**src/rtl/ahb_type.svh**
```systemverilog
// AHB field widths shared by the arbiter package and anything that talks AHB.
// Pure defines, no logic; guarded so multiple includes are harmless.
// Change here only if the bus definition itself changes.
`ifndef AHB_TYPE_SVH
`define AHB_TYPE_SVH
`define AHB_TYPE_WIDTH  2
`define AHB_BURST_WIDTH 3
`define AHB_RESP_WIDTH  2
`endif

```
**src/rtl/ahb_arb_pkg.sv**
```systemverilog
// AHB arbiter shared types: HTRANS/HBURST/HRESP encodings, FSM states, burst length.
// No latency (types and a pure function only).
// No flow control involved.
`include "ahb_type.svh"

package ahb_arb_pkg;

  localparam int HTRANS_W = `AHB_TYPE_WIDTH;
  localparam int HBURST_W = `AHB_BURST_WIDTH;
  localparam int HRESP_W  = `AHB_RESP_WIDTH;
  localparam int BEAT_W   = 5;

  typedef enum logic [HTRANS_W-1:0] {
    TRN_IDLE   = 2'd0,
    TRN_BUSY   = 2'd1,
    TRN_NONSEQ = 2'd2,
    TRN_SEQ    = 2'd3
  } htrans_e;

  typedef enum logic [HBURST_W-1:0] {
    BST_SINGLE = 3'd0,
    BST_INCR   = 3'd1,
    BST_WRAP4  = 3'd2,
    BST_INCR4  = 3'd3,
    BST_WRAP8  = 3'd4,
    BST_INCR8  = 3'd5,
    BST_WRAP16 = 3'd6,
    BST_INCR16 = 3'd7
  } hburst_e;

  typedef enum logic [HRESP_W-1:0] {
    RSP_OKAY  = 2'd0,
    RSP_ERROR = 2'd1,
    RSP_RETRY = 2'd2,
    RSP_SPLIT = 2'd3
  } hresp_e;

  typedef enum logic [1:0] {
    ST_IDLE   = 2'd0,
    ST_SINGLE = 2'd1,
    ST_BURST  = 2'd2,
    ST_LOCKED = 2'd3
  } arb_state_e;

  // Beats in a fixed-length burst; 0 means undefined length (SINGLE/INCR).
  function automatic logic [BEAT_W-1:0] burst_beats(input logic [HBURST_W-1:0] hburst);
    logic [BEAT_W-1:0] beats;
    case (hburst)
      BST_WRAP4,  BST_INCR4:  beats = 5'd4;
      BST_WRAP8,  BST_INCR8:  beats = 5'd8;
      BST_WRAP16, BST_INCR16: beats = 5'd16;
      default:                beats = 5'd0;
    endcase
    return beats;
  endfunction

endpackage

```
**src/rtl/ahb_arb_rr_pick.sv**
```systemverilog
// Round-robin request picker: search starts one past the last granted index.
// Purely combinational, zero latency.
// No flow control; vld=0 when no request is pending.
module ahb_arb_rr_pick #(
  parameter int N  = 4,
  parameter int IW = $clog2(N)
) (
  input  logic [N-1:0]  req,
  input  logic [IW-1:0] ptr,
  output logic [N-1:0]  pick,
  output logic          vld
);

  logic [IW-1:0] idx;

  // Walk the requests from ptr+1 around to ptr, take the first one found.
  always_comb begin
    pick = '0;
    vld  = 1'b0;
    idx  = '0;
    for (int i = 1; i <= N; i++) begin
      idx = IW'((int'(ptr) + i) % N);
      if (!vld && req[idx]) begin
        pick[idx] = 1'b1;
        vld       = 1'b1;
      end
    end
  end

endmodule

```
**src/rtl/ahb_arbiter.sv**
```systemverilog
// AHB bus arbiter: round-robin grant with single/burst/locked ownership tracking.
// Grant registered 1 cycle after an arbitration point; hmaster follows on next hready.
// hready=0 freezes hmaster/hmastlock and all ownership decisions except reset.
module ahb_arbiter
  import ahb_arb_pkg::*;
#(
  parameter int NUM_MST = 4,
  parameter int DEF_MST = 0
) (
  input  logic                       clk,
  input  logic                       hreset,
  input  logic [NUM_MST-1:0]         hbusreq,
  input  logic [NUM_MST-1:0]         hlock,
  input  logic [HTRANS_W-1:0]        htrans,
  input  logic [HBURST_W-1:0]        hburst,
  input  logic                       hready,
  input  logic [HRESP_W-1:0]         hresp,
  output logic [NUM_MST-1:0]         hgrant,
  output logic [$clog2(NUM_MST)-1:0] hmaster,
  output logic                       hmastlock
);

  localparam int                 MW      = $clog2(NUM_MST);
  localparam logic [MW-1:0]      DEF_IDX = MW'(DEF_MST);
  localparam logic [NUM_MST-1:0] DEF_GNT = NUM_MST'(1) << DEF_MST;

  arb_state_e        state;
  logic [MW-1:0]     gnt_idx;
  logic [MW-1:0]     ptr;
  logic [BEAT_W-1:0] cnt;
  logic              lk_rel;

  logic [NUM_MST-1:0] pick;
  logic               pick_vld;
  logic [MW-1:0]      pick_idx;
  logic               own;
  logic               err_pt;
  logic               arb_pt;

  ahb_arb_rr_pick #(.N(NUM_MST), .IW(MW)) u_pick (
    .req  (hbusreq),
    .ptr  (ptr),
    .pick (pick),
    .vld  (pick_vld)
  );

  // Encode the one-hot pick into the index that hmaster will later carry.
  always_comb begin
    pick_idx = '0;
    for (int i = 0; i < NUM_MST; i++) begin
      if (pick[i]) pick_idx = MW'(i);
    end
  end

  // Arbitration point detection; htrans only counts once the granted master
  // actually owns the address phase, otherwise it belongs to the old owner.
  always_comb begin
    own    = (hmaster == gnt_idx);
    err_pt = hready && (hresp != RSP_OKAY);
    arb_pt = 1'b0;
    if (hready) begin
      if (err_pt || state == ST_IDLE) begin
        arb_pt = 1'b1;
      end else if (own) begin
        case (state)
          ST_SINGLE: arb_pt = (htrans == TRN_IDLE) || !hbusreq[gnt_idx];
          ST_BURST:  arb_pt = (htrans == TRN_IDLE) ||
                              ((htrans == TRN_SEQ) && (cnt == 5'd1));
          ST_LOCKED: arb_pt = lk_rel;
          default:   arb_pt = 1'b0;
        endcase
      end
    end
  end

  // Ownership FSM with registered grant, address-phase master and lock flag.
  always_ff @(posedge clk) begin
    if (hreset) begin
      state     <= ST_IDLE;
      hgrant    <= DEF_GNT;
      gnt_idx   <= DEF_IDX;
      ptr       <= DEF_IDX;
      hmaster   <= DEF_IDX;
      hmastlock <= 1'b0;
      cnt       <= '0;
      lk_rel    <= 1'b0;
    end else begin
      if (hready) begin
        hmaster   <= gnt_idx;
        hmastlock <= hlock[gnt_idx];
      end
      if (arb_pt) begin
        cnt    <= '0;
        lk_rel <= 1'b0;
        if (pick_vld) begin
          hgrant  <= pick;
          gnt_idx <= pick_idx;
          ptr     <= pick_idx;
          state   <= hlock[pick_idx] ? ST_LOCKED : ST_SINGLE;
        end else begin
          hgrant  <= DEF_GNT;
          gnt_idx <= DEF_IDX;
          state   <= ST_IDLE;
        end
      end else if (hready && own) begin
        case (state)
          ST_SINGLE, ST_BURST: begin
            if (htrans == TRN_NONSEQ) begin
              if (burst_beats(hburst) != 5'd0) begin
                cnt   <= burst_beats(hburst) - 5'd1;
                state <= ST_BURST;
              end else begin
                cnt   <= '0;
                state <= ST_SINGLE;
              end
            end else if (htrans == TRN_SEQ && state == ST_BURST) begin
              cnt <= cnt - 5'd1;
            end
          end
          // Lock dropped: the owner keeps the bus for exactly one more transfer.
          ST_LOCKED: if (!hlock[gnt_idx]) lk_rel <= 1'b1;
          default: ;
        endcase
      end
    end
  end

endmodule

```
**config.mk**
```make
export PLATFORM = sky130hd
export DESIGN_NAME = ahb_arbiter
export DESIGN_NICKNAME = d
export VERILOG_FILES = /design/src/rtl/ahb_arb_pkg.sv /design/src/rtl/ahb_arb_rr_pick.sv /design/src/rtl/ahb_arbiter.sv
export VERILOG_INCLUDE_DIRS = /design/src /design/src/rtl
export SDC_FILE = /design/constraint.sdc
export NUM_CORES = 1
export LEC_CHECK = 0
export ABC_AREA = 0
export CORE_MARGIN = 2
export CORE_UTILIZATION = 35
export DETAILED_ROUTE_END_ITERATION = 10
export PLACE_DENSITY_LB_ADDON = 0.1
export SYNTH_ARGS = -nofsm -noshare
export SYNTH_HDL_FRONTEND = slang
export SYNTH_HIERARCHICAL = 1
export SYNTH_SLANG_ARGS = --single-unit
export TNS_END_PERCENT = 5
```
**constraint.sdc**
```tcl
create_clock -name clk -period 2.7 [get_ports clk]
set_input_delay 0.405 -clock clk [delete_from_list [all_inputs] [get_ports clk]]
set_output_delay 0.405 -clock clk [all_outputs]
set_load 0.05 [all_outputs]
```
==> flow_metrics.py, run 1 <==
metrics = {
    "clock_network": {
        "cts_hold_buf": 0,
        "cts_tree": "yes",
        "clock_sinks": 19,
        "clk_pin_slew_ns": 0.08,
        "cts_setup_buffers": 0,
        "cts_root_buffer": "clkbuf_8",
        "cts.path.max_buffers": 2,
        "cts_buffers": 3,
        "clock_latency_ns": 0.26,
        "h-tree-depth": 1,
    },
    "worst_setup_path": {
        "end_kind": "flip-flop",
        "slowest_stage": "clkdlybuf4s50_1",
        "cp_data_required_time_ns": 2.86,
        "cp.arrival_ns": 2.71,
        "path_max_fanout": 3,
        "critPathMostFrequentCell": "mux2i_1",
        "criticalPathCategory": "input port to flip-flop",
        "cp_slowest_stage_delay_ns": 0.49,
        "cp-start-kind": "input port",
        "cp_cell_sequence": "clkdlybuf4s50_1 > or3b_1 > a2111o_1 > nand3_2 > a221o_1 > mux2i_1 > o21ai_0 > mux2i_1 > nor3b_1 > mux2_2",
    },
    "logic_synthesis": {
        "synth_most_common_cell": "mux2i_1",
        "ys_top_cells_by_area": "dfxtp_1 (23%), mux2i_1 (12%), ha_1 (11%)",
        "syn-cell-area_mm2": 0.001634,
        "synth_seq_cells": 19,
        "yosys_most_used_dff": "dfxtp_1",
        "syn_nets": 223,
        "syn_area_per_cell_um2": 8.600,
        "ys_seq_area_share_pct": 23.28,
        "synth_enable_flop_cells": 0,
        "synth_common_cells": "mux2i_1 (20), dfxtp_1 (19), nor2_1 (19)",
        "synthArstFlopShare_pct": 0,
        "synth_top_area_cell": "dfxtp_1",
        "synth_top_area_share_pct": 23.28,
        "yosysUniqueCellTypes": 48,
        "syn_inst": 190,
        "yosysWarnings": 6,
    },
    "route": {
        "route.detailed.drc": 0,
        "wl_per_cell_um": 14.50,
        "dr.pass1.iters": 4,
        "ant_nets": 0,
        "drtIter0Drc": 80,
        "vias": 1542,
        "wirelength_um": 4117,
        "vias_per_cell": 5.430,
    },
    "timing": {
        "setup_slack_ns": 0.1511,
        "slew_viol_final": 0,
        "clock_skew_ns": 0.001606,
        "finalHoldViolations": 0,
        "max_slew_margin_pct": 65.88,
        "fmax_mhz": 392.3,
        "finalSetupViolations": 0,
        "final.min_clock_period_ns": 2.549,
        "period_share_pct": 94.40,
        "tightest_slew_ns": 0.5102,
    },
    "global_routing": {
        "grt_pass1_wl_um": 6775,
        "grt_busiest_layer": "met2",
        "grt_start_max_net_pins": 16,
        "grt_antenna_before_repair": 0,
        "grt_pass1_vias": 1497,
        "use_met2_pct": 28.54,
        "grtUsageMet3_pct": 1.389,
        "grtUsageMet1_pct": 20.41,
        "grt-ovfl-total": 0,
        "grt.total_usage_pct": 16.28,
    },
    "power_and_ir_drop": {
        "p_sw_mw": 0.6381,
        "power.total_mw": 1.494,
        "p_comb_share_pct": 59.5,
        "p_leak_nw": 0.8770,
        "switching_share_pct": 42.72,
        "p_int_mw": 0.8555,
        "peakVddDrop_mv": 0.2254,
        "power_density_mw_per_mm2": 703.9,
        "clockPowerShare_pct": 14.5,
        "power_frac_seq_pct": 26.0,
    },
    "cells_and_area": {
        "fillers": 435,
        "drive_gt1_share_pct": 18.10,
        "synthToLayoutAreaGrowth_pct": 29.86,
        "postLayoutCellArea_mm2": 0.002122,
        "n_antenna_cell": 0,
        "num-nets-final": 266,
    },
    "status": {
        "status": "complete, no violations",
    },
    "floorplanning": {
        "rows": 24,
        "core_area_mm2": 0.004414,
        "start_util_pct": 37.02,
        "ioPinCount": 25,
        "die_x_um": 72.33,
        "fp.dieH_um": 72.33,
        "die_area_mm2": 0.005232,
    },
    "place": {
        "placed_cell_area_mm2": 0.002053,
        "pre_cts_ws_ns": -0.1712,
        "gp_congestion": 0.8306,
        "io_buffers": 23,
        "hpwl_um": 3268,
    },
    "run": {
        "cap_violations": 0,
    },
    "min_path": {
        "hp-class": "flip-flop to flip-flop",
    },
}
routing by layer:
metal	wire (um)	vias to the layer above
li1	-	773
met1	1900	726
met2	1979	38
met3	168	5
met4	68	0
met5	0	-
worst max-delay path, delay by kind of cell:
| family | cells | cell delay [ns] |
|---|---|---|
| buf+inv | 1 | 0.49 |
| compound gates | 3 | 0.69 |
| mux | 3 | 0.61 |
| simple gates | 3 | 0.54 |
cell type report:
| class | instances | area (um2) | share of cell area (%) |
|---|---|---|---|
| inverter | 15 | 56.30 | 2.653 |
| sequential | 19 | 380.4 | 17.92 |
| clock buffer | 3 | 41.29 | 1.946 |
| timing repair buffer | 44 | 387.9 | 18.28 |
| multi-input combinational | 150 | 1184 | 55.78 |
| tap | 52 | 65.06 | 3.066 |
| clock inverter | 1 | 7.507 | 0.3538 |
cells by family after synthesis:
| kind of cell | after synthesis | synth area share, % |
|---|---|---|
| fa+ha+maj | 15 | 11.49 |
| compound gates | 39 | 17.99 |
| buf+inv | 21 | 5.513 |
| flops | 19 | 23.28 |
| simple gates | 66 | 21.44 |
| mux | 27 | 18.68 |
| xor+xnor | 3 | 1.608 |
metrics by stage:
| step | hold WS (ns) | TNS [ns] | instances | utilization, % |
|---|---|---|---|---|
| after floorplan | 0.5093 | 0 | 190 | - |
| after global placement | 0.4560 | -0.1772 | 280 | 46.51 |
| after detailed placement | 0.4659 | -0.2931 | 280 | 46.51 |
| after CTS | 0.4773 | 0 | 284 | 47.62 |
| after global routing | 0.4983 | -0.005164 | 284 | 48.07 |
| final | 0.4754 | 0 | 284 | 48.07 |
cells in the final DEF, fill, tap and decap left out, types with 3 or more instances in the layout:
cell type	instances
mux2i_1	19
a221o_1	4
nand2_1	13
clkbuf_8	3
o31ai_1	3
nor2b_1	3
buf_4	21
o211ai_1	3
a21oi_1	6
nor3_1	5
nand3_1	4
xor2_1	3
mux2_2	4
inv_1	15
nor2_1	19
clkdlybuf4s50_1	23
o21ai_0	3
a31oi_1	4
nand2b_1	7
dfxtp_1	19
ha_1	14
power groups by stage:
stage	Sequential [mW]	Clock (mW)	Combinational [mW]
floorplan	0.489	0	0.472
global placement	0.392	0	0.842
CTS	0.389	0.218	0.867
detailed placement	0.395	0	0.862
global route	0.396	0.229	0.969
finish	0.388	0.217	0.889
worst paths after layout:
path,from,cells after the start,slack (ns),to
setup reg to reg,ptr[1],12,0.23,state[1]
setup / recovery,hbusreq[1],10,0.15,state[1]
hold / removal,hgrant[3],2,0.48,hgrant[3]
hold reg to reg,hgrant[3],2,0.48,hgrant[3]
sequential cells by signal (all words and copies together) (netlist names):
signal     count
hmaster        2
lk_rel         1
hgrant         4
state          2
gnt_idx        2
cnt            5
hmastlock      1
ptr            2
what timing repair did:
item / in CTS / in global routing
setup endpoints to repair: 0 / 4
hold endpoints to repair: 0 / 0
gates resized for setup: 0 / 7
(Power assumes the default switching activity.)
==> run 2, diff against run 1 <==
ABC_AREA = 1   (was 0)
CTS_CLUSTER_SIZE = 16   (was not set)
==> flow_metrics.py, run 2 <==
metrics = {
    "global_routing": {
        "grt_pass1_wl_um": 6886,
        "grt_antenna_before_repair": 0,
        "grt-ovfl-total": 0,
        "grt.total_usage_pct": 16.12,
        "grt_pass1_vias": 1484,
        "grt_start_max_net_pins": 13,
    },
    "timing": {
        "clock_skew_ns": 0.007505,
        "final.min_clock_period_ns": 2.325,
        "finalHoldViolations": 0,
        "fmax_mhz": 430.0,
        "period_share_pct": 86.13,
        "rsz0062_at_grt": "false",
        "max_slew_margin_pct": 66.25,
        "slew_viol_final": 0,
        "finalSetupViolations": 0,
        "fin_tns_setup_ns": 0,
        "tightest_slew_ns": 0.5046,
    },
    "logic_synthesis": {
        "syn-cell-area_mm2": 0.001709,
        "syn_inst": 257,
        "synth_mux_area_share_pct": 0,
        "ys_seq_area_share_pct": 22.25,
        "yosysWarnings": 6,
        "synthSimpleGateAreaFrac_pct": 43.19,
        "synth_common_cells": "nand2_1 (66), nand3_1 (35), inv_1 (32)",
        "yosys_most_used_dff": "dfxtp_1",
        "synth_seq_cells": 19,
        "yosysUniqueCellTypes": 31,
        "synthArstFlopShare_pct": 0,
        "synth_enable_flop_cells": 0,
        "ys_top_cells_by_area": "dfxtp_1 (22%), nand2_1 (14%), ha_1 (11%)",
        "synth_xor_area_share_pct": 1.025,
        "synth_adder_area_share_pct": 10.98,
        "synth-compound-area-share_pct": 11.86,
        "synth_top_family_by_area": "simple AND/OR/NAND/NOR gates",
        "synth_most_common_cell": "nand2_1",
        "synth_top_area_share_pct": 22.25,
        "syn_nets": 290,
        "syn_area_per_cell_um2": 6.650,
        "synth_top_area_cell": "dfxtp_1",
    },
    "floorplanning": {
        "rows": 25,
        "die_area_mm2": 0.005458,
        "fp.dieH_um": 73.88,
        "start_util_pct": 36.19,
        "die_x_um": 73.88,
        "core_area_mm2": 0.004723,
        "ioPinCount": 25,
    },
    "power_and_ir_drop": {
        "p_leak_nw": 0.9467,
        "power_frac_seq_pct": 22.3,
        "p_comb_share_pct": 66.0,
        "clockPowerShare_pct": 11.7,
        "power_density_mw_per_mm2": 823.6,
        "switching_share_pct": 51.17,
        "p_int_mw": 0.8303,
        "p_sw_mw": 0.8700,
        "power.total_mw": 1.700,
        "peakVddDrop_mv": 0.4634,
    },
    "cells_and_area": {
        "reg_top3": "cnt x5, hgrant x4",
        "postLayoutCellArea_mm2": 0.002064,
        "n_antenna_cell": 0,
        "final_util_pct": 43.71,
        "num-nets-final": 320,
        "top_register": "cnt",
        "drive_gt1_share_pct": 15.38,
        "synthToLayoutAreaGrowth_pct": 20.79,
        "final_common_cell": "nand2_1",
        "final_cell_mix": "nand2_1 (66), nand3_1 (35), inv_1 (32), clkdlybuf4s50_1 (23), nor2_1 (22)",
        "largest_reg_flops": 5,
    },
    "route": {
        "dr.pass1.iters": 4,
        "ant_nets": 0,
        "wl_per_cell_um": 11.04,
        "route.detailed.drc": 0,
        "drtIter0Drc": 112,
        "vias_per_cell": 4.612,
        "wirelength_um": 3896,
        "vias": 1628,
    },
    "clock_network": {
        "cts_root_buffer": "clkbuf_8",
        "clk_pin_slew_ns": 0.08,
        "cts.path.max_buffers": 2,
        "clock_latency_ns": 0.26,
        "cts_buffers": 3,
        "cts_resized": 0,
        "cts_tree": "yes",
        "clock_sinks": 19,
        "cts_hold_buf": 0,
        "cts_setup_buffers": 0,
        "h-tree-depth": 1,
    },
    "worst_setup_path": {
        "criticalPathCategory": "flip-flop to flip-flop",
        "crit_buf_inv": 3,
        "cp.arrival_ns": 2.52,
        "cp-start-kind": "flip-flop",
        "critPathTopFamily": "simple AND/OR/NAND/NOR gates",
        "cp_slowest_stage_delay_ns": 0.35,
        "cp_data_required_time_ns": 2.90,
        "cp_cell_sequence": "inv_2 > ha_1 > inv_1 > nand3_1 > nand2_1 > nand3_2 > nor2_1 > nor2_1 > nand2_1 > inv_1 > a21oi_2 > nor2_1 > o21ai_0 > nand2_1 > nand2_1 > nand3_1 > nor2_1",
        "timing.reg2reg.setup_slack_ns": 0.37,
        "path_max_fanout": 4,
        "slowest_stage": "dfxtp_1",
        "end_kind": "flip-flop",
    },
    "status": {
        "status": "complete, no violations",
    },
    "place": {
        "io_buffers": 23,
        "hpwl_um": 3074,
        "placed_cell_area_mm2": 0.002014,
        "gp_congestion": 0.7720,
    },
    "run": {
        "cap_violations": 0,
    },
    "min_path": {
        "hp-class": "flip-flop to flip-flop",
    },
}
-- run 2: cell count changes in the layout (fill, tap and decap cells not counted), moves of 6 or more --
| cell | previous run | this run |
|---|---|---|
| buf_4 | 21 | 4 |
| inv_1 | 15 | 32 |
| nand2b_1 | 7 | 0 |
| nand2_1 | 13 | 66 |
| mux2i_1 | 19 | 0 |
| a21oi_2 | 0 | 6 |
| nand3_1 | 4 | 35 |
| nand2_2 | 0 | 7 |
-- run 2: final cells by class --
cell class	count	area, um2
fillers	519	2659
multi-input cells	198	1150
flip-flops and latches	19	380.4
repair buffers	27	260.3
inverters	38	143.9
well taps	67	83.83
clock buffers	3	41.29
clock inverters	1	5.005
-- run 2: cell families (layout without fill, tap and decap cells) --
group	count (synthesis)	count (layout)
buffers and inverters	40	69
xor gates and xnor gates	2	2
AOI/OAI and AO/OA	33	33
adders and majority gates	15	15
DFF	19	19
and+or+nand+nor	148	148
-- run 2: final timing paths --
kind | start | endpoint | depth (start not counted)
max | ptr[0] | state[1] | 17
min | hgrant[2] | hgrant[2] | 2
min reg2reg | hgrant[2] | hgrant[2] | 2
max reg2reg | ptr[0] | state[1] | 17
-- run 2: power by group through the flow --
stage	registers, mW	clock network (mW)	logic [mW]
finish	0.379	0.199	1.12
CTS	0.380	0.208	1.12
global placement	0.386	0	1.12
global route	0.389	0.219	1.27
detailed placement	0.386	0	1.11
floorplan	0.469	0	0.752
-- run 2: tightest hold or removal path, stage by stage, from the launching register on --
cell     delay (ns)
dfxtp_1        0.31
nand2_1        0.06
o21ai_1        0.05
-- run 2: metal layers --
layer	global-route usage, %	up-vias	wire length (um)	share of wire [%]
met2	23.61	35	1628	42
met3	2.606	6	147	3.8
li1	-	878	-	-
met4	5.657	0	69	1.8
met1	23.62	709	2051	53
met5	0	-	0	0
-- run 2: per-stage QoR --
| stage | hold WS, ns | cells | worst slack, ns |
|---|---|---|---|
| 3_3_place_gp | 0.4483 | 349 | 0.09593 |
| 6_report | 0.4565 | 353 | 0.3746 |
| 4_1_cts | 0.4617 | 353 | 0.3248 |
| 2_1_floorplan | 0.4333 | 257 | 0.3091 |
| 5_1_grt | 0.4857 | 353 | 0.05715 |
| 3_5_place_dp | 0.4499 | 349 | 0.09894 |
